**src/rtl/mem_wr_rd_seq.sv**
```systemverilog
`timescale 1ns/1ps
// -----------------------------------------------------------------------------
// mem_wr_rd_seq
//
// Purpose:
//   Write/readback sequencer for a single-port synchronous memory. A start pulse
//   latches a base address, a word count and a seed value. The block then writes
//   the words seed, seed+1, ... to consecutive addresses base, base+1, ...
//   (addresses wrap at 2**ADDR_WIDTH). It reads the same addresses back and
//   compares each returned word with the value it wrote. The result is reported
//   as a saturating mismatch count, the address of the first mismatch, and a
//   sticky pass flag.
//
// Ports:
//   clk             in   clock, all state changes on the rising edge
//   reset_n         in   synchronous active-low reset
//   start           in   one-cycle request to begin a pass (ignored while busy)
//   abort           in   stop the current pass and return to idle
//   base_addr       in   [ADDR_WIDTH-1:0]  first address of the pass
//   length          in   [ADDR_WIDTH:0]    number of words, 0..2**ADDR_WIDTH
//   seed            in   [DATA_WIDTH-1:0]  data value of the first word
//   addr0_b0        out  [ADDR_WIDTH-1:0]  memory address
//   ce0_b0          out  memory chip enable
//   we0_b0          out  memory write enable (qualified by ce0_b0)
//   d0_b0           out  [DATA_WIDTH-1:0]  memory write data
//   q0_b0           in   [DATA_WIDTH-1:0]  memory read data, one cycle after a read
//   reg_en          out  high in the cycle q0_b0 carries read data
//   busy            out  a pass is in progress
//   done            out  one-cycle pulse when a pass completes normally
//   err_cnt         out  [ADDR_WIDTH:0]    saturating readback mismatch count
//   first_err_addr  out  [ADDR_WIDTH-1:0]  address of the first mismatch
//   pass            out  set at completion when no mismatch was found; held
//                        until the next start
// -----------------------------------------------------------------------------
module mem_wr_rd_seq #(
    parameter int DATA_WIDTH = 32,
    parameter int ADDR_WIDTH = 8,
    parameter int MEM_DEPTH  = 512
) (
    input  logic                  clk,
    input  logic                  reset_n,
    input  logic                  start,
    input  logic                  abort,
    input  logic [ADDR_WIDTH-1:0] base_addr,
    input  logic [ADDR_WIDTH:0]   length,
    input  logic [DATA_WIDTH-1:0] seed,
    output logic [ADDR_WIDTH-1:0] addr0_b0,
    output logic                  ce0_b0,
    output logic                  we0_b0,
    output logic [DATA_WIDTH-1:0] d0_b0,
    input  logic [DATA_WIDTH-1:0] q0_b0,
    output logic                  reg_en,
    output logic                  busy,
    output logic                  done,
    output logic [ADDR_WIDTH:0]   err_cnt,
    output logic [ADDR_WIDTH-1:0] first_err_addr,
    output logic                  pass
);

    // MEM_DEPTH describes the attached memory only. Addressing always wraps
    // at 2**ADDR_WIDTH, whatever the physical depth is.
    if (MEM_DEPTH < 1) begin : g_depth_descriptive_only
    end

    localparam logic [ADDR_WIDTH:0] CNT_ONE  = {{ADDR_WIDTH{1'b0}}, 1'b1};
    localparam logic [ADDR_WIDTH:0] CNT_ZERO = '0;

    typedef enum logic [2:0] {
        S_IDLE,
        S_WRITE,
        S_READ,
        S_DRAIN,
        S_DONE
    } state_t;

    // Control state (reset)
    state_t                  state_q, state_d;
    logic [ADDR_WIDTH:0]     idx_q, idx_d;
    logic                    cmp_vld_q, cmp_vld_d;
    logic [ADDR_WIDTH:0]     err_cnt_q, err_cnt_d;
    logic [ADDR_WIDTH-1:0]   first_err_addr_q, first_err_addr_d;
    logic                    pass_q, pass_d;

    // Pass parameters and compare data (no reset; only used while busy)
    logic [ADDR_WIDTH-1:0]   base_q, base_d;
    logic [ADDR_WIDTH:0]     len_q, len_d;
    logic [DATA_WIDTH-1:0]   seed_q, seed_d;
    logic [DATA_WIDTH-1:0]   exp_q, exp_d;
    logic [ADDR_WIDTH-1:0]   cmp_addr_q, cmp_addr_d;

    logic [ADDR_WIDTH-1:0]   cur_addr;
    logic [DATA_WIDTH-1:0]   cur_data;
    logic                    last_word;
    logic                    mismatch;

    // Saturating increment for the mismatch counter.
    function automatic logic [ADDR_WIDTH:0] sat_inc(input logic [ADDR_WIDTH:0] v);
        if (&v) begin
            return v;
        end
        return v + CNT_ONE;
    endfunction

    always_comb begin
        state_d          = state_q;
        idx_d            = idx_q;
        cmp_vld_d        = 1'b0;
        err_cnt_d        = err_cnt_q;
        first_err_addr_d = first_err_addr_q;
        pass_d           = pass_q;
        base_d           = base_q;
        len_d            = len_q;
        seed_d           = seed_q;
        exp_d            = exp_q;
        cmp_addr_d       = cmp_addr_q;

        addr0_b0         = '0;
        ce0_b0           = 1'b0;
        we0_b0           = 1'b0;
        d0_b0            = '0;
        done             = 1'b0;

        // Address and data wrap naturally at their register widths.
        cur_addr  = base_q + idx_q[ADDR_WIDTH-1:0];
        cur_data  = seed_q + DATA_WIDTH'(idx_q);
        last_word = (idx_q == (len_q - CNT_ONE));

        // The compare runs one cycle behind the read it belongs to, independent
        // of the current state, so the final read is checked in DRAIN.
        mismatch = cmp_vld_q && (q0_b0 != exp_q);
        if (mismatch) begin
            // The counter never wraps back to zero, so zero means "no error yet".
            if (err_cnt_q == CNT_ZERO) begin
                first_err_addr_d = cmp_addr_q;
            end
            err_cnt_d = sat_inc(err_cnt_q);
        end

        case (state_q)
            S_IDLE: begin
                if (start) begin
                    base_d           = base_addr;
                    len_d            = length;
                    seed_d           = seed;
                    idx_d            = '0;
                    err_cnt_d        = '0;
                    first_err_addr_d = '0;
                    if (length != CNT_ZERO) begin
                        pass_d  = 1'b0;
                        state_d = S_WRITE;
                    end else begin
                        // An empty pass completes with no errors.
                        pass_d  = 1'b1;
                        state_d = S_DONE;
                    end
                end
            end

            S_WRITE: begin
                ce0_b0   = 1'b1;
                we0_b0   = 1'b1;
                addr0_b0 = cur_addr;
                d0_b0    = cur_data;
                if (last_word) begin
                    idx_d   = '0;
                    state_d = S_READ;
                end else begin
                    idx_d   = idx_q + CNT_ONE;
                end
            end

            S_READ: begin
                ce0_b0     = 1'b1;
                addr0_b0   = cur_addr;
                cmp_vld_d  = 1'b1;
                exp_d      = cur_data;
                cmp_addr_d = cur_addr;
                if (last_word) begin
                    state_d = S_DRAIN;
                end else begin
                    idx_d   = idx_q + CNT_ONE;
                end
            end

            S_DRAIN: begin
                // Uses the post-compare count so the final word is included and
                // pass is already valid alongside the done pulse.
                pass_d  = (err_cnt_d == CNT_ZERO);
                state_d = S_DONE;
            end

            S_DONE: begin
                done    = 1'b1;
                state_d = S_IDLE;
            end

            default: begin
                state_d = S_IDLE;
            end
        endcase

        // Abort overrides everything else, including start and completion.
        if (abort && (state_q != S_IDLE)) begin
            state_d   = S_IDLE;
            cmp_vld_d = 1'b0;
            pass_d    = 1'b0;
            done      = 1'b0;
        end
    end

    always_ff @(posedge clk) begin
        if (!reset_n) begin
            state_q          <= S_IDLE;
            idx_q            <= '0;
            cmp_vld_q        <= 1'b0;
            err_cnt_q        <= '0;
            first_err_addr_q <= '0;
            pass_q           <= 1'b0;
        end else begin
            state_q          <= state_d;
            idx_q            <= idx_d;
            cmp_vld_q        <= cmp_vld_d;
            err_cnt_q        <= err_cnt_d;
            first_err_addr_q <= first_err_addr_d;
            pass_q           <= pass_d;
        end
    end

    always_ff @(posedge clk) begin
        base_q     <= base_d;
        len_q      <= len_d;
        seed_q     <= seed_d;
        exp_q      <= exp_d;
        cmp_addr_q <= cmp_addr_d;
    end

    assign reg_en         = cmp_vld_q;
    assign busy           = (state_q != S_IDLE);
    assign err_cnt        = err_cnt_q;
    assign first_err_addr = first_err_addr_q;
    assign pass           = pass_q;

endmodule

```
**config.mk**
```make
export PLATFORM = sky130hd
export DESIGN_NAME = mem_wr_rd_seq
export DESIGN_NICKNAME = d
export VERILOG_FILES = /design/src/rtl/mem_wr_rd_seq.sv
export SDC_FILE = /design/constraint.sdc
export NUM_CORES = 1
export LEC_CHECK = 0
export BUFFER_PORTS_ARGS = -buffer_cell sky130_fd_sc_hd__buf_2
export CELL_PAD_IN_SITES_DETAIL_PLACEMENT = 1
export CELL_PAD_IN_SITES_GLOBAL_PLACEMENT = 2
export CORE_ASPECT_RATIO = 1.25
export CORE_MARGIN = 1.5
export CORE_UTILIZATION = 31
export CTS_BUF_LIST = sky130_fd_sc_hd__clkbuf_8 sky130_fd_sc_hd__clkbuf_16
export DETAILED_ROUTE_END_ITERATION = 6
export GPL_ROUTABILITY_DRIVEN = 0
export PLACE_DENSITY_LB_ADDON = 0.1
export SYNTH_ARGS = -nofsm -noshare
export SYNTH_HDL_FRONTEND = slang
export SYNTH_SLANG_ARGS = --single-unit
export TNS_END_PERCENT = 1
```
**constraint.sdc**
```tcl
create_clock -name clk -period 3.05 [get_ports clk]
set_input_delay 0.1525 -clock clk [delete_from_list [all_inputs] [get_ports clk]]
set_output_delay 0.1525 -clock clk [all_outputs]
set_load 0.01 [all_outputs]
```
Yosys cells after proc, flatten, opt, wreduce, memory -nomap -nowiden
Index checks and enable logic that the tools add are counted.

word-level totals
  flip-flop bits (word level) = 120
  latch bits = 0
  memory bits (writable) = 0
  memory bits (read-only) = 0
  input bits = 85
  output and inout port bits = 63
  logic and storage cells = 73
  memories = 0

operators by class
  add/subtract/negate cells = 5
  multipliers = 0
  div/mod/pow operators = 0
  order comparisons = 0
  eq/ne operators = 10
  shifts and indexed selects = 0
  multiplexer cells = 30
  bitwise gates (word level) = 1
  reduce and logical (&&, ||, !) cells = 16

operators with widths
  cell                                               number
  two-way mux 9 bit                                  8
  two-way mux 8 bit                                  5
  adder 32 x 9 -> 32 bit                             1
  two-way mux 32 bit                                 1
  != test 32 bit                                     1
  case mux 9 bit (3 select lines)                    1
  adder 9 x 1 -> 9 bit (second input constant)       2
  zero test 9 bit                                    2
  two-way mux 3 bit                                  4
  case mux 3 bit (4 select lines)                    1
  == test 9 bit                                      1
  two-way mux 1 bit                                  9
  AND reduction 9 bit                                1
  nonzero test 9 bit                                 1
  subtractor 9 x 1 -> 9 bit (second input constant)  1
  adder 8 bit                                        1
  != test 2 bit (second input constant)              4
  == test 3 x 2 -> 1 bit (second input constant)     2
  AND reduction 3 bit                                2
  nonzero test 3 bit                                 2
  AND reduction 2 bit                                2
  OR reduction 2 bit                                 2
  == test 3 x 1 -> 1 bit (second input constant)     1
  == test 3 bit (second input constant)              1
  other kinds (5)                                    6

Logic depth before layout (Yosys ltp)
Gate-level depths: netlist of the first run.

  word-level depth = 7
  depth in mapped cells = 12
  depth with buffers taken out = 11

Worst setup path after synthesis of the first run
No wires, ideal clock.

  path kind = register to output
  from = register state_q[1]
  to = output addr0_b0[4]
  arrival time = 3,204 ps
  required time = 2,897 ps
  path slack = -307 ps
  cell stages (with the launch flop) = 7
  buffers on the path = 1
  path through = dfxtp_1 -> clkbuf_1 -> nand2_1 -> nor2_1 -> nor2_1 -> inv_1 -> and2_1

on the way
  word-level cells in the longest chain between the ends = 3
  elaborated cells on any way between the ends = 4
  those cells by class = 2 x eq/ne; 1 x mux; 1 x reduce/logical

RTL lines
  element                                                           RTL line  RTL
  start, declared                                                   77        state_t state_q, state_d;
  start signal, assigned                                            220       state_q <= state_d;
  == test 3 x 2 -> 1 bit or == test 3 x 1 -> 1 bit (tied branches)  139       case (state_q)
  OR reduction 2 bit (no source line) (*)                           -
  two-way mux 8 bit (*)                                             139
  end, declared                                                     47        output logic [ADDR_WIDTH-1:0] addr0_b0,

Every way passes the cells marked *; elsewhere a longest branch is shown, timed or not.

Worst setup path in the final report of the first run
  from = register seed_q[0]
  to = output d0_b0[28]

on the way
  word-level cells in the longest chain between the ends = 2

RTL lines
  element                 RTL line  RTL
  start, declared         87        logic [DATA_WIDTH-1:0] seed_q, seed_d;
  start signal, assigned  232       seed_q <= seed_d;
  adder 32 x 9 -> 32 bit  125       cur_data = seed_q + DATA_WIDTH'(idx_q);
  net cur_data[28]        92        logic [DATA_WIDTH-1:0] cur_data;
  two-way mux 32 bit      139
  end, declared           50        output logic [DATA_WIDTH-1:0] d0_b0,

The timed path passes the listed nets, and every way through them passes these cells.

==> out/results.md, run 1 <==
- buffers added on ports: 147
- required time at the endpoint of the critical path: 2.90 ns
- Remaining DRCs: 0
- crit end category: primary output
- status: finished, violations left
- insertion delay to the later sink of the worst-skew pair: 0.42 ns
- portion of synthesized cell area occupied by the leading cell type: 0.426
- type of the worst min-delay path: in -> reg
- sequential cell area fraction in the yosys report: 0.525
- setup slack of the most critical reg-to-reg path: 0.28 ns
- CP max stage delay: 0.35 ns
- capture point of the critical path: d0_b0[28]
- instance area after placement: 0.00742 sq mm
- Clock Tree Buf Depth: 2
- setup skew after layout: 0.0133 ns
- number of synthesis warnings: 0
- post-route setup TNS: -0.129 ns
- width of the die: 130 um
- final design utilization: 0.437
- endpoint arrival time on the critical path: 2.95 ns
- clk root buf: clkbuf_16
- DRC marker count from the first detailed-route iteration: 165
- maximum capacitance violations: 0
- Post-Syn Nets: 667
- power density of the placed cells: 522 mW/mm^2
- cells traversed along the worst timing path: ha_2 > inv_2 > fa_2 > nor2b_2 > o21ai_2 > a21boi_2 > o21a_1 > o21ai_2 > buf_6 > a2111oi_4 > xor2_1 > and2_1 > buf_2
- Hold WS: 0.0578 ns
- summed area of non-filler cells in the final layout: 0.00873 sq mm
- maximum number of pins on one net before global-route repair: 41
- shortest clock period the worst path allows after layout: 3.10 ns
- Worst setup SP type: flop
- slowest CP cell: fa_2
- CTS clk-pin slew, worst paths: 0.06 ns
- layout-stage area growth over the synthesis result: 39.2%
- Sink Count: 120
- total routing resource utilization after global routing: 0.177
- ys flop type: edfxtp_1
- final worst-path cycle share: 1.02
- Std-Cell Core Area: 0.0200 sq mm
- leakage power: 3.50 nW
- antenna-violating nets left: 0
- reg-to-reg startpoint: len_q[0]$_DFFE_PP_
- Fmax achieved: 0.323 GHz
- transition time of the tightest slew-check pin: 0.561 ns
- ports placed on the boundary: 148
- die height: 162 um
- critical path class: reg -> out
- initial antenna violation count: 1
- largest fanout on the critical path: 6
- total iterations of the first detailed-routing run: 4
- Area contributors post-synth: edfxtp_1, dfxtp_1, xnor2_1, ha_1, and2_1
- Mapped Cells: 560
- post-synthesis cell type with the largest combined area: edfxtp_1
- Rel. slew slack: 0.626
- RSZ-0062 raised after global routing: true
- launch point of the worst path: seed_q[0]$_DFFE_PP_
- CTS buffer count: 17
- failing checks: negative setup slack
- filler cell count in the final layout: 2,257
- synthesized area divided by synthesized cell count: 11.2 sq um
- Distinct cells, synth: 57
- post-synthesis sequential element count: 120
- Initial Util: 0.314
- Layout Nets: 895
- EDFF count, synth: 89
- total number of vias: 5,069
- # setup viols final: 6
- final hold violation count: 0
- vias in the first global route: 5,316
- leading cell type by number of instances after synthesis: edfxtp_1
- pins over their slew limit: 0
- via density per instance: 4.73
- least setup slack across all paths after layout: -0.0477 ns
- full die area: 0.0211 sq mm
- worst reg2reg path endpoint: idx_q[7]$_SDFFE_PN0P_
- depth of the most critical reg-to-reg path: 10
- Synth top cells by count: edfxtp_1, xnor2_1, nor2_1
- Max VDD drop: 371 uV
- average routed wire per standard cell: 16.9 um
- ratio of cells with drive above 1 in the final layout: 0.298
- CTS tree: done
- half-perimeter wire length after placement: 13.5 mm
- proportion of synthesized flip-flops having asynchronous set or reset: 0
- global route overflow: 0
- wirelength, routed: 18.1 mm
- number of levels the H-tree was split into: 4
- post-synthesis instance area: 0.00627 sq mm
- wire length of the first global-routing pass: 28.0 mm
- most frequent CP cell: o21ai_2
- number of placement rows: 58
-- worst min path at each step --
stage | start | endpoint | slack (ns) | cells past startpoint
after floorplan | base_addr[0] | base_q[0]$_DFFE_PP_ | 0.25 | 0
after global placement | base_addr[3] | base_q[3]$_DFFE_PP_ | 0.33 | 1
after detailed placement | seed[31] | seed_q[31]$_DFFE_PP_ | 0.33 | 1
after CTS | reset_n | pass$_SDFFE_PP0P_ | 0.04 | 3
after global routing | reset_n | pass$_SDFFE_PP0P_ | 0.1 | 3
final | reset_n | pass$_SDFFE_PP0P_ | 0.06 | 3
-- layer usage --
metal	GRT usage	wire, um
met5	0	0
met1	0.213	7680
met3	0.0326	588
met2	0.311	9490
met4	0.0677	374
-- sequential cells by signal, indices dropped and copies added (netlist names) --
name,count
reg_en,1
seed_q,32
state_q,3
first_err_addr,8
err_cnt,9
cmp_addr_q,8
base_q,8
pass,1
len_q,9
exp_q,32
idx_q,9
-- repair_timing --
item,4_1_cts,5_1_grt
endpoints found under the setup margin,25,34
pin swaps,5,7
cloned,1,0
hold endpoints to repair,49,0
setup buffers,9,0
resized for setup,16,11
hold buffers,49,0
-- power by group --
part / total [W] / internal [W] / switching, W
Combinational: 0.000447 / 0.000218 / 0.000229
Clock: 0.00226 / 0.00152 / 0.000742
Sequential: 0.00185 / 0.00181 / 0.0000329
Total: 0.00456 / 0.00355 / 0.00100
-- cell type report --
cell class              instances  area [sq um]  share of cell area
diodes                          1          2.50            0.000287
clock buffers                  17           425              0.0487
clock inverters                14           231              0.0265
inverters                      24          90.1              0.0103
multi-input cells             397          2860               0.328
flip-flops and latches        120          3290               0.377
well taps                     270           338              0.0387
repair buffers                228          1480               0.170
-- metrics by stage --
step	total power, W	instances	setup slack [ns]
5_1_grt	0.00471	1071	-0.227
3_5_place_dp	0.00228	980	-0.277
2_1_floorplan	0.00209	560	0.221
6_report	0.00456	1071	-0.0477
4_1_cts	0.00462	1070	-0.140
3_3_place_gp	0.00227	980	-0.161
-- cells in the final DEF (no fill, tap or decap), types with 3 or more instances in the layout --
master           n
o21ai_0         14
a21oi_1         20
o31ai_1          3
nor3_1           9
nand2_1         27
and2_1          35
and3_1          10
a21oi_2          3
xnor2_1         65
nor2_1          40
o211ai_1         3
inv_1           24
nor2b_1          5
nand3_1         13
clkbuf_16       17
bufinv_16        6
o21a_1           3
nand2b_1         3
dlygate4sd3_1   49
dfxtp_1         30
o21bai_1         3
buf_2          148
nor4b_1          4
xor2_1          21
buf_4           28
and4_1           4
o21ai_2          3
clkinv_4         3
mux2i_1         10
a211oi_1         9
or3_1            5
nor4_1           7
nand4_1         15
ha_1            19
or2_2            4
edfxtp_1        89
-- worst max-delay path, delay by kind of cell (launching register included) --
kind	cells	cell delay [ns]
AOI/OAI and AO/OA	5	0.77
adders and majority gates	2	0.54
DFF	1	0.33
buffers and inverters	3	0.32
and+or+nand+nor	2	0.31
xor gates and xnor gates	1	0.26
-- logic make-up after synthesis --
group | Yosys count | share of synthesized area
adder cells (fa/ha/maj) | 22 | 0.0463
flip-flops | 120 | 0.525
buffers and inverters | 43 | 0.0321
AND/OR/NAND/NOR | 195 | 0.171
multiplexers | 10 | 0.0160
XOR/XNOR | 86 | 0.120
AO/OA/AOI/OAI | 84 | 0.0896
Note: power is estimated with default switching activity, not from simulation.
==> run 2, diff against run 1 <==
- CORE_MARGIN: 1.5 -> 1
- SKIP_CTS_REPAIR_TIMING: unset -> 1
==> out/results.md, run 2 (same netlist as run 1, synthesis figures left out) <==
- transition time of the tightest slew-check pin: 0.663 ns, was 0.561 ns
- launch point of the worst hold path: reset_n, unchanged
- pins over their slew limit: 0, unchanged
- layout-stage area growth over the synthesis result: 39.1%, was 39.2%
- ratio of cells with drive above 1 in the final layout: 0.299, was 0.298
- cell count after placement: 977, was 980
- total number of vias: 5,053, was 5,069
- status: finished, violations left, unchanged
- wirelength, routed: 18.4 mm, was 18.1 mm
- Std-Cell Core Area: 0.0196 sq mm, was 0.0200 sq mm
- count of cells along the worst hold path: 3, unchanged
- largest fanout on the critical path: 6, unchanged
- global route overflow: 0, unchanged
- area of the multi-input gates: 0.00289 sq mm, was 0.00286 sq mm
- Max VDD drop: 456 uV, was 371 uV
- total routing resource utilization after global routing: 0.176, was 0.177
- part of the power in registers: 0.417, was 0.405
- type of the worst min-delay path: in -> reg, unchanged
- maximum number of pins on one net before global-route repair: 41, unchanged
- power density of the placed cells: 509 mW/mm^2, was 522 mW/mm^2
- CTS buffer count: 17, unchanged
- net switching power: 0.000979 W, was 0.00100 W
- number of levels the H-tree was split into: 4, unchanged
- least setup slack across all paths after layout: -0.165 ns, was -0.0477 ns
- failing checks: negative setup slack, unchanged
- critical path class: reg -> out, unchanged
- worst hold path endpoint: pass$_SDFFE_PP0P_, unchanged
- Reg area: 0.00330 sq mm, was 0.00329 sq mm
- final worst-path cycle share: 1.05, was 1.02
- slowest CP cell: edfxtp_1, was fa_2
- wire length of the first global-routing pass: 27.5 mm, was 28.0 mm
- Worst setup SP type: flop, unchanged
- shortest clock period the worst path allows after layout: 3.21 ns, was 3.10 ns
- CP max stage delay: 0.38 ns, was 0.35 ns
- total iterations of the first detailed-routing run: 4, unchanged
- combinational fraction of design power: 0.102, was 0.098
- Remaining DRCs: 0, unchanged
- most common cell after layout, fill and taps aside: buf_2, unchanged
- Fmax achieved: 0.311 GHz, was 0.323 GHz
- part of the total power dissipated in the clock network: 0.481, was 0.497
- commonest cells after routing, fill and taps aside: buf_2, edfxtp_1, xnor2_1, unchanged
- CTS clk-pin slew, worst paths: 0.05 ns, was 0.06 ns
- Switching Share: 0.221, was 0.220
- full die area: 0.0208 sq mm, was 0.0211 sq mm
- # setup viols final: 9, was 6
- buffers and inverters on the worst path: 3, unchanged
- Layout Nets: 897, was 895
- reg-to-reg startpoint: len_q[0]$_DFFE_PP_, unchanged
- average routed wire per standard cell: 17.3 um, was 16.9 um
- filler cell count in the final layout: 2,186, was 2,257
- required time at the endpoint of the critical path: 2.90 ns, about the same
- setup skew after layout: 0.00669 ns, was 0.0133 ns
- buffers added on ports: 147, unchanged
- CTS tree: done, unchanged
- Initial Util: 0.320, was 0.314
- leakage power: 3.50 nW, about the same
- initial antenna violation count: 1, unchanged
- worst reg2reg path endpoint: idx_q[1]$_SDFFE_PN0P_, was idx_q[7]$_SDFFE_PN0P_
- via density per instance: 4.73, about the same
- Final Instance Count excl. Fillers: 1,068, was 1,071
- depth of the most critical reg-to-reg path: 10, unchanged
- number of placement rows: 57, was 58
- RSZ-0062 raised after global routing: true, unchanged
- Sink Count: 120, unchanged
- insertion delay to the later sink of the worst-skew pair: 0.41 ns, was 0.42 ns
- Clock Tree Buf Depth: 2, unchanged
- half-perimeter wire length after placement: 13.6 mm, was 13.5 mm
- antenna-violating nets left: 0, unchanged
- Regs by FF count: exp_q: 32 flops, seed_q: 32 flops, unchanged
- maximum capacitance violations: 0, unchanged
- final hold violation count: 0, unchanged
- clk root buf: clkbuf_16, unchanged
- endpoint arrival time on the critical path: 3.06 ns, was 2.95 ns
- setup slack of the most critical reg-to-reg path: 0.28 ns, about the same
- Rel. slew slack: 0.558, was 0.626
- vias in the first global route: 5,104, was 5,316
- crit end category: primary output, unchanged
- die height: 161 um, was 162 um
- cells traversed along the worst timing path: ha_4 > inv_2 > fa_2 > nor2b_2 > o21ai_2 > a21boi_2 > o21a_1 > o21ai_2 > buf_6 > a2111oi_4 > xor2_1 > and2_4 > buf_6, was ha_2 > inv_2 > fa_2 > nor2b_2 > o21ai_2 > a21boi_2 > o21a_1 > o21ai_2 > buf_6 > a2111oi_4 > xor2_1 > and2_1 > buf_2
- width of the die: 129 um, was 130 um
- internal portion of total power: 0.00346 W, was 0.00355 W
- DRC marker count from the first detailed-route iteration: 225, was 165
- CP delay by family, top: compound AO/OA/AOI/OAI gates, unchanged
- ports placed on the boundary: 148, unchanged
- total power consumption of the routed design: 0.00444 W, was 0.00456 W
-- run 2: cell count changes in the layout (fill, tap and decap cells not counted), sizes merged --
cell / before / now
buf: 179 / 180
bufinv: 6 / 5
clkinv: 6 / 7
clkinvlp: 1 / 0
inv: 25 / 26
o31ai: 4 / 5
-- run 2: worst min-delay path, delay by kind of cell --
kind / cells / cell delay [ns]
compound gates: 2 / 0.16
buf+inv: 1 / 0.13
-- run 2: worst max path at each step --
stage	from	endpoint	slack, ns	cells after the start
3_3_place_gp	seed_q[1]$_DFFE_PP_	d0_b0[31]	-0.16	11
2_1_floorplan	state_q[1]$_SDFFE_PP0P_	err_cnt[0]$_SDFF_PN0_	0.22	7
6_report	seed_q[0]$_DFFE_PP_	d0_b0[28]	-0.16	13
4_1_cts	seed_q[1]$_DFFE_PP_	d0_b0[31]	-0.57	11
3_5_place_dp	seed_q[1]$_DFFE_PP_	d0_b0[31]	-0.13	11
5_1_grt	seed_q[0]$_DFFE_PP_	d0_b0[28]	-0.31	13
-- run 2: cell type report --
type	instances	area share
well taps	265	0.0380
multi-input cells	398	0.332
diodes	1	0.000287
flip-flops and latches	120	0.378
clock buffers	17	0.0488
repair buffers	229	0.172
inverters	24	0.0103
clock inverters	14	0.0217
-- run 2: metrics by stage --
step / instance area [sq um] / TNS [ns] / hold slack [ns] / util / setup WS, ns
floorplan: 6270 / 0 / 0.251 / - / 0.221
global placement: 7420 / -0.900 / 0.330 / 0.378 / -0.162
detailed placement: 7420 / -0.906 / 0.331 / 0.378 / -0.130
CTS: 8040 / -10.88 / -0.106 / 0.410 / -0.575
global route: 8730 / -3.73 / 0.108 / 0.445 / -0.312
finish: 8730 / -0.314 / 0.0825 / 0.445 / -0.165
-- run 2: per-layer routing --
layer,part of all wire,vias to the layer above,track usage
li1,-,2479,-
met1,0.43,2456,0.212
met2,0.52,99,0.310
met3,0.031,19,0.0318
met4,0.016,0,0.0652
met5,0,-,0
-- run 2: power by group through the flow --
stage | clock network, W | logic, W | registers [W]
after global placement | 0 | 0.000384 | 0.00188
after floorplan | 0 | 0.000219 | 0.00187
after CTS | 0.00218 | 0.000398 | 0.00185
after detailed placement | 0 | 0.000396 | 0.00188
final | 0.00213 | 0.000454 | 0.00185
after global routing | 0.00224 | 0.000501 | 0.00186
